`src/rtl/temp_spi_responder.sv`:
```
// SPI mode-0 responder that serves the latest temperature sample to an external master.
// Ports: clk/rst (sync, active-high); sample_d/sample_valid load the holding register;
//        sclk/cs_n from the master (oversampled); miso/miso_oe to the pad;
//        busy, frame_done/frame_abort pulses, fresh status.
module temp_spi_responder #(
    parameter int unsigned           DATA_WIDTH = 12,
    parameter int unsigned           LEAD_ZEROS = 4,
    parameter logic [DATA_WIDTH-1:0] RESET_VAL  = '0
) (
    input  logic                  clk,
    input  logic                  rst,
    input  logic [DATA_WIDTH-1:0] sample_d,
    input  logic                  sample_valid,
    input  logic                  sclk,
    input  logic                  cs_n,
    output logic                  miso,
    output logic                  miso_oe,
    output logic                  busy,
    output logic                  frame_done,
    output logic                  frame_abort,
    output logic                  fresh
);

    localparam int unsigned FRAME_BITS = LEAD_ZEROS + DATA_WIDTH;
    localparam int unsigned CNT_W      = $clog2(FRAME_BITS + 1);
    localparam logic [CNT_W-1:0] LAST_RISE = CNT_W'(FRAME_BITS - 1);

    typedef enum logic [1:0] {
        IDLE  = 2'd0,
        SHIFT = 2'd1,
        DONE  = 2'd2
    } state_e;

    state_e                  state_q, state_d;
    logic [FRAME_BITS-1:0]   shift_q, shift_d;
    logic [CNT_W-1:0]        cnt_q, cnt_d;
    logic [DATA_WIDTH-1:0]   hold_q;
    logic                    fresh_q, fresh_d;
    logic                    done_q, done_d;
    logic                    abort_q, abort_d;

    // [0],[1] are the two synchronizer stages; [2] is the edge-detect copy.
    logic [2:0]              cs_sync_q;
    logic [2:0]              sclk_sync_q;

    logic cs_fall, cs_rise, sclk_rise, sclk_fall;

    always_ff @(posedge clk) begin
        if (rst) begin
            cs_sync_q   <= 3'b111;
            sclk_sync_q <= 3'b000;
        end else begin
            cs_sync_q   <= {cs_sync_q[1:0], cs_n};
            sclk_sync_q <= {sclk_sync_q[1:0], sclk};
        end
    end

    assign cs_fall   =  cs_sync_q[2]   & ~cs_sync_q[1];
    assign cs_rise   = ~cs_sync_q[2]   &  cs_sync_q[1];
    assign sclk_rise = ~sclk_sync_q[2] &  sclk_sync_q[1];
    assign sclk_fall =  sclk_sync_q[2] & ~sclk_sync_q[1];

    // Holding register is independent of the frame; the shift register
    // takes its snapshot only at frame start.
    always_ff @(posedge clk) begin
        if (rst) begin
            hold_q <= RESET_VAL;
        end else if (sample_valid) begin
            hold_q <= sample_d;
        end
    end

    always_ff @(posedge clk) begin
        if (rst) begin
            state_q <= IDLE;
            shift_q <= '0;
            cnt_q   <= '0;
            fresh_q <= 1'b0;
            done_q  <= 1'b0;
            abort_q <= 1'b0;
        end else begin
            state_q <= state_d;
            shift_q <= shift_d;
            cnt_q   <= cnt_d;
            fresh_q <= fresh_d;
            done_q  <= done_d;
            abort_q <= abort_d;
        end
    end

    always_comb begin
        state_d = state_q;
        shift_d = shift_q;
        cnt_d   = cnt_q;
        fresh_d = fresh_q;
        done_d  = 1'b0;
        abort_d = 1'b0;
        miso    = 1'b0;
        miso_oe = 1'b0;

        unique case (state_q)
            IDLE: begin
                // sclk edges are ignored here, so a coincident sclk edge
                // is never counted against the new frame.
                if (cs_fall) begin
                    shift_d = {{LEAD_ZEROS{1'b0}}, hold_q};
                    cnt_d   = '0;
                    fresh_d = 1'b0;
                    state_d = SHIFT;
                end
            end
            SHIFT: begin
                miso_oe = 1'b1;
                miso    = shift_q[FRAME_BITS-1];
                if (cs_rise) begin
                    state_d = IDLE;
                    abort_d = 1'b1;
                end else if (sclk_rise) begin
                    cnt_d = cnt_q + 1'b1;
                    if (cnt_q == LAST_RISE) begin
                        state_d = DONE;
                    end
                end else if (sclk_fall) begin
                    shift_d = {shift_q[FRAME_BITS-2:0], 1'b0};
                end
            end
            DONE: begin
                miso_oe = 1'b1;
                if (cs_rise) begin
                    state_d = IDLE;
                    done_d  = 1'b1;
                end
            end
            default: begin
                state_d = IDLE;
            end
        endcase

        // A load in the frame-start cycle still leaves fresh set.
        if (sample_valid) begin
            fresh_d = 1'b1;
        end
    end

    assign busy        = (state_q != IDLE);
    assign frame_done  = done_q;
    assign frame_abort = abort_q;
    assign fresh       = fresh_q;

endmodule

```
`config.mk`:
```
export PLATFORM = sky130hd
export DESIGN_NAME = temp_spi_responder
export DESIGN_NICKNAME = d
export VERILOG_FILES = /design/src/rtl/temp_spi_responder.sv
export SDC_FILE = /design/constraint.sdc
export NUM_CORES = 1
export LEC_CHECK = 0
export BUFFER_PORTS_ARGS = -buffer_cell sky130_fd_sc_hd__buf_2
export CAP_MARGIN = 20
export CORE_MARGIN = 10
export CORE_UTILIZATION = 51
export CTS_CLUSTER_SIZE = 24
export DETAILED_ROUTE_END_ITERATION = 7
export PLACE_DENSITY = 0.79
export SYNTH_ARGS = -nofsm -noshare
export SYNTH_HDL_FRONTEND = slang
export SYNTH_SLANG_ARGS = --single-unit
```
`constraint.sdc`:
```
create_clock -name clk -period 2 [get_ports clk]
set_clock_uncertainty 0.2 [all_clocks]
set_input_delay 0.1 -clock clk [delete_from_list [all_inputs] [get_ports clk]]
set_output_delay 0.1 -clock clk [all_outputs]
set_load 0.005 [all_outputs]
```
### Yosys cells after proc, flatten, opt, wreduce, memory -nomap -nowiden

Index checks and enable logic that the tools add are counted.

| storage, ports and cells | value |
|---|---|
| bits in registers | 44 |
| output and inout port bits | 6 |
| input bits | 17 |

| operators by class | value |
|---|---|
| eq/ne operators | 11 |
| $add $sub $neg | 1 |
| bitwise gates (word level) | 10 |
| mux-type cells | 21 |
| reduce and logical (&&, ||, !) cells | 12 |

Operators with widths:

| kind | count |
|---|---|
| $mux 16 | 4 |
| $pmux 16 s2 | 1 |
| $mux 5 | 3 |
| $ne 2x2->1 const B | 6 |
| $mux 2 | 5 |
| $pmux 5 s2 | 1 |
| $reduce_and 4->1 | 2 |
| $reduce_bool 2->1 | 4 |
| $mux 1 | 6 |
| $ne 3x3->1 const B | 2 |
| $not 1->1 | 6 |
| $pmux 2 s3 | 1 |
| $reduce_or 2->1 | 3 |
| $add 5x1->5 const B | 1 |
| $eq 5x4->1 const B | 1 |
| $reduce_and 5->1 | 1 |
| $and 1x1->1 | 4 |
| $eq 2x1->1 const B | 1 |
| $eq 2x2->1 const B | 1 |
| $logic_not 2->1 | 1 |
| $reduce_and 2->1 | 1 |

### Longest topological paths before layout

Gate-level depths: netlist (run 1).

| logic depth | value |
|---|---|
| depth in word-level cells | 6 |
| depth in mapped cells | 9 |
| gate-level depth less buffers | 7 |

### Worst setup path before layout (run 1)

Ideal clock, no wire load.

| timing | value |
|---|---|
| path kind | register to register |
| start | register state_q[1] |
| end | register cnt_q[1] |
| required time | 1,684 ps |
| slack | -61 ps |
| data arrival time | 1,744 ps |
| path buffers | 1 |
| period minus slack after synthesis | 2,061 ps |
| cell stages (with the launch flop) | 8 |
| cell sequence | dfxtp_1 -> inv_1 -> ha_1 -> buf_2 -> mux2i_1 -> a211oi_2 -> or2_2 -> a41o_1 |

| between the ends | value |
|---|---|
| longest elaborated chain between the ends | 3 |

Ends and longest elaborated chain:

| what | line | source |
|---|---|---|
| start: declaration | 34 | `state_e state_q, state_d;` |
| start signal: assignment | 82 | `state_q <= state_d;` |
| $eq 2x1->1 or $logic_not 2->1 (tied branches) | 101 | `unique case (state_q)` |
| $ne 2x2->1 (no line) or $reduce_bool 2->1 (tied branches) | -- |  |
| $reduce_and 4->1 (no line) | -- |  |
| end signal: assignment | 84 | `cnt_q <= cnt_d;` |
| end: declaration | 36 | `logic [CNT_W-1:0] cnt_q, cnt_d;` |

Several ways; a longest one is shown, not always the timed one.
A chain may end at the register's enable or synchronous reset.

### Worst setup path after layout (run 1)

Same ends and word-level chain as after synthesis.

==> results.json, run 1 <==
{
  "synthDistinctLibCells": 37,
  "crit_type": "flop to flop",
  "synth_top_cell_by_area": "dfxtp_1",
  "r2r-start": "state_q[1]",
  "synth_nets": 222,
  "min_from": "sample_valid",
  "diodes": 0,
  "cts_buffers": 5,
  "grt_max_degree": 35,
  "synth_seq_cells": 44,
  "io-pin-count": 23,
  "clk_latency_ns": 0.30,
  "vdd.ir_drop.worst_mv": 0.533,
  "antenna_found_initial": 0,
  "holdPathStages": 3,
  "p_per_area_nw_per_um2": 994,
  "drt-initial-drc-count": 80,
  "drt-total-wl_mm": 4.00,
  "hpwl_mm": 2.53,
  "syn2layout_area_growth_pct": 28.0,
  "synthCells": 200,
  "hold_ws_ns": 0.0777,
  "relSlewSlack_pct": 73.3,
  "routedWlPerCell_um": 13.7,
  "grt_use_total_pct": 13.0,
  "fin_nets": 265,
  "worst_slew_pin_slew_ns": 0.401,
  "p_seq_share_pct": 40.6,
  "hold_viol": 0,
  "whs_endpoint": "fresh",
  "swShare_pct": 30.3,
  "die_h_um": 81.2,
  "worstPathRequired_ns": 1.99,
  "status": "complete, no violations",
  "ant_nets": 0,
  "drv_slew": 0,
  "vias": 1570,
  "synth_edf_count": 0,
  "finalSetupViolations": 0,
  "cp-start-kind": "flop",
  "timing.final.crit_share_pct": 95.7,
  "grt_pass1_wl_mm": 6.93,
  "die_area_um2": 6590,
  "rows": 22,
  "first_pass_iters": 4,
  "cts_buffer_depth": 2,
  "h-tree-depth": 2,
  "fin_util_pct": 67.3,
  "ys_seq_area_share_pct": 46.1,
  "synthTopCellsByArea": "dfxtp_1, mux2i_1, a211oi_1",
  "async_flop_share_pct": 0,
  "placed_cell_area_um2": 2100,
  "worst_hold_path_type": "input pin to flop",
  "root_buffer": "clkbuf_8",
  "synth_warnings": 0,
  "ys_top_cells_by_count": "dfxtp_1, mux2i_1, nor2_1, nor3_1, a211oi_1",
  "overflow": 0,
  "initial_core_util_pct": 52.6,
  "regToRegSetupSlack_ns": 0.09,
  "fin_area_um2": 2450,
  "fmax_mhz": 522,
  "power_frac_clock_pct": 28.2,
  "clock_sinks": 44,
  "clkTransAtPathRegs_ns": 0.08,
  "arrival_ns": 1.91,
  "remaining_drc_errors": 0,
  "cts_tree": "yes",
  "io_buffer_count": 22,
  "yosysMostFrequentCell": "dfxtp_1",
  "drive_gt1_share_pct": 24.6,
  "gp_congestion": 0.850,
  "reg2reg_to": "cnt_q[1]",
  "p_leak_uw": 0.000957,
  "power_uw": 2430,
  "synth_area_per_cell_um2": 9.55,
  "dieWidth_um": 81.2,
  "p_int_uw": 1700,
  "combPwrFrac_pct": 31.3,
  "period_minus_slack_ns": 1.91,
  "p_sw_uw": 737,
  "end_kind": "flop",
  "path_max_fanout": 11,
  "syn-cell-area_um2": 1910,
  "grt_pass1_vias": 1535,
  "r2r.worst_path.cells": 6,
  "routed_via_density": 5.38,
  "core_um2": 3630,
  "drv_cap": 0,
  "setup_tns_ns": 0,
  "ys.flop_type": "dfxtp_1",
  "synth_top_area_share_pct": 46.1
}
sequential cells by signal, indices dropped and copies added, names as in the netlist:
name	cells
cnt_q	5
cs_sync_q	3
frame_abort	1
frame_done	1
fresh	1
hold_q	12
sclk_sync_q	3
shift_q	16
state_q	2
power by group through the flow:
| stage | Combinational, uW | Clock (uW) | Sequential [uW] |
|---|---|---|---|
| 3_3_place_gp | 630 | 0 | 996 |
| 4_1_cts | 738 | 685 | 981 |
| 3_5_place_dp | 642 | 0 | 998 |
| 5_1_grt | 837 | 732 | 993 |
| 6_report | 761 | 685 | 986 |
| 2_1_floorplan | 462 | 0 | 988 |
per-stage QoR:
step	std cells	setup WS, ns
5_1_grt	292	-0.00686
3_5_place_dp	265	0.0136
3_3_place_gp	265	0.0710
6_report	292	0.0853
4_1_cts	291	-0.0185
2_1_floorplan	200	0.0208
placed cells by master (no fill, tap or decap), drive strengths merged, types with 2 or more instances in the layout:
cell	synthesis	routed
buf	8	35
inv	6	6
nand3b	2	2
a211oi	13	13
dfxtp	44	44
or2	5	5
nand2	6	6
nor3	13	13
a21oi	8	8
nor2b	3	3
nand2b	4	4
o211ai	6	6
ha	5	5
clkinv	1	2
nor4b	2	2
nand3	8	8
clkbuf	6	5
mux2i	26	26
o21ai	3	3
nor2	17	17
dlygate4sd3	0	15
nor3b	2	2
final cells by class:
cell class / count / area [um2]
fillers: 290 / 1190
multi-input cells: 135 / 975
flip-flops and latches: 44 / 883
repair buffers: 50 / 390
clock buffers: 5 / 68.8
well taps: 48 / 60.1
clock inverters: 3 / 42.5
inverters: 7 / 26.3
worst max path at each step:
stage                     startpoint  depth (start not counted)  slack (ns)          end
final                     state_q[1]                          6        0.09     cnt_q[1]
after floorplan           state_q[1]                          7        0.02     cnt_q[1]
after global placement    state_q[1]                          6        0.07     cnt_q[1]
after detailed placement  state_q[0]                          8        0.01   shift_q[8]
after CTS                 state_q[0]                          8       -0.02  shift_q[13]
after global routing      state_q[0]                          9      -0.007   shift_q[3]
cell families (layout without fill, tap and decap cells):
family,after synthesis,count (layout),share of synthesized area (%)
compound gates,37,37,14.3
mux,26,26,13.6
flops,44,44,46.1
buf+inv,21,65,4.58
simple gates,67,67,18.1
fa+ha+maj,5,5,3.27
routing by layer:
layer  share of wire, %  wire [um]  vias to the layer above  track usage, %
li1                   -          -                      802               -
met1                 49       1950                      733            16.2
met2                 46       1820                       30            21.0
met3                4.1        164                        5            3.75
met4                1.5         60                        0            4.15
met5                  0          0                        -               0
what timing repair did:
item,CTS,global route
setup endpoints to repair,13,19
pin swaps,1,3
resized for setup,5,6
hold buffers,15,0
gates cloned,1,0
setup buffers,2,1
hold endpoints to repair,18,0
worst max-delay path, stage by stage, from the launching register on:
cell	delay, ns
dfxtp_2	0.34
inv_2	0.08
ha_2	0.23
buf_4	0.23
a211oi_2	0.14
or2_2	0.34
a41o_1	0.24
(Power assumes the default switching activity.)
==> run 2, diff against run 1 <==
BUFFER_PORTS_ARGS = unset   (was -buffer_cell sky130_fd_sc_hd__buf_2)
CORE_UTILIZATION = 55   (was 51)
DONT_BUFFER_PORTS = 1   (was unset)
PLACE_DENSITY = 0.78   (was 0.79)
clock period = 1.58 ns   (was 2 ns; I/O delays follow)
==> results.json, run 2 (synthesis results as in run 1) <==
{
  "relSlewSlack_pct": 42.8,
  "h-tree-depth": 2,
  "violations": "setup timing",
  "cts_tree": "yes",
  "hold_viol": 0,
  "worstPathRequired_ns": 1.65,
  "crit_type": "flop to flop",
  "drv_cap": 0,
  "drv_slew": 0,
  "gp_congestion": 0.813,
  "remaining_drc_errors": 0,
  "fin_nets": 259,
  "end_kind": "flop",
  "core_um2": 3340,
  "antenna_found_initial": 0,
  "cp-start-kind": "flop",
  "power_uw": 3190,
  "drt-initial-drc-count": 97,
  "grt_pass1_wl_mm": 7.70,
  "clk_latency_ns": 0.36,
  "io-pin-count": 23,
  "largest_reg_flops": 16,
  "status": "finished, violations left",
  "path_max_fanout": 8,
  "grt_use_total_pct": 15.2,
  "setup_tns_ns": -4.28,
  "cts_buffers": 5,
  "largest_register": "shift_q",
  "rows": 21,
  "routed_via_density": 5.75,
  "clock_sinks": 44,
  "grt_pass1_vias": 1613,
  "die_h_um": 78.9,
  "period_minus_slack_ns": 1.85,
  "overflow": 0,
  "timing.final.crit_share_pct": 117,
  "clkTransAtPathRegs_ns": 0.13,
  "worst_slew_pin_slew_ns": 0.855,
  "p_leak_uw": 0.000965,
  "drt-total-wl_mm": 4.86,
  "largest_registers": "shift_q (16), hold_q (12), cnt_q (5)",
  "ant_nets": 0,
  "diodes": 0,
  "initial_core_util_pct": 57.3,
  "cts_buffer_depth": 2,
  "io_buffer_count": 0,
  "root_buffer": "clkbuf_4",
  "p_per_area_nw_per_um2": 1210,
  "first_pass_iters": 4,
  "syn2layout_area_growth_pct": 37.5,
  "fin_util_pct": 78.7,
  "routedWlPerCell_um": 17.1,
  "final_common_cell": "dfxtp_1",
  "dieWidth_um": 78.9,
  "hpwl_mm": 2.79,
  "vias": 1632,
  "fmax_mhz": 541,
  "rsz0062_at_grt": "yes",
  "vdd.ir_drop.worst_mv": 0.706,
  "drive_gt1_share_pct": 29.8,
  "fillCellCount": 224,
  "grt_max_degree": 44,
  "arrival_ns": 1.92,
  "setup_ws_ns": -0.268,
  "die_area_um2": 6230,
  "mostFrequentLayoutCells": "dfxtp_1, mux2i_1, buf_4, dlygate4sd3_1, nor2_1",
  "finalSetupViolations": 23,
  "worst_hold_path_type": "input pin to flop"
}
## run 2: cell count changes in the layout (fill, tap and decap cells not counted), moves of 5 or more
cell,previous run,this run
nor3_1,13,8
buf_2,22,0
clkbuf_4,0,5
buf_4,11,18
buf_12,1,6
clkbuf_8,5,0
nor3_2,0,5
## run 2: worst paths after layout
path	start	end	depth (start not counted)	slack [ns]
setup / recovery	state_q[0]	shift_q[9]	8	-0.27
hold / removal	cs_n	cs_sync_q[0]	2	0.17
setup reg to reg	state_q[0]	shift_q[9]	8	-0.27
hold reg to reg	cs_sync_q[0]	cs_sync_q[1]	1	0.21
## run 2: layer usage
metal  up-vias  track usage (%)  wire length [um]
li1        787                -                 -
met1       805             16.5              2030
met2        31             26.5              2540
met3         9             3.49               172
met4         0             8.60               116
met5         -                0                 0
## run 2: through the flow
step	hold WS, ns	std cells	cell area, um2	worst slack, ns
2_1_floorplan	-0.0172	200	2000	-0.154
3_3_place_gp	-0.0430	248	2120	-0.165
3_5_place_dp	-0.0431	248	2120	-0.246
4_1_cts	0.160	282	2580	-0.228
5_1_grt	0.166	284	2630	-0.334
6_report	0.174	284	2630	-0.268
## run 2: repair_timing
action,CTS,global route
hold buffers,17,0
setup buffers,8,4
pin swaps,15,11
endpoints found under the setup margin,24,24
gates cloned,1,1
hold endpoints to repair,44,0
resized for setup,20,12
## run 2: power by group
group	switching (uW)	leakage, uW	internal, uW	total, uW
clock network	358	0.0000422	332	690
registers	73.7	0.000362	1200	1270
logic	572	0.000561	652	1220
total	1000	0.000965	2180	3190
## run 2: worst max-delay path, cell delays in order, from the launching register on
cell,delay [ns]
dfxtp_4,0.41
inv_4,0.04
ha_4,0.17
nand3b_1,0.21
buf_6,0.16
nor2_4,0.14
buf_12,0.14
nor3_2,0.04
a211oi_2,0.25
## run 2: final cells by class
cell class	count	area (um2)	area share, %
inverters	7	31.3	1.19
clock buffers	6	41.3	1.57
multi-input cells	136	1120	42.8
well taps	46	57.6	2.19
repair buffers	43	449	17.1
clock inverters	2	35.0	1.33
flip-flops and latches	44	888	33.8
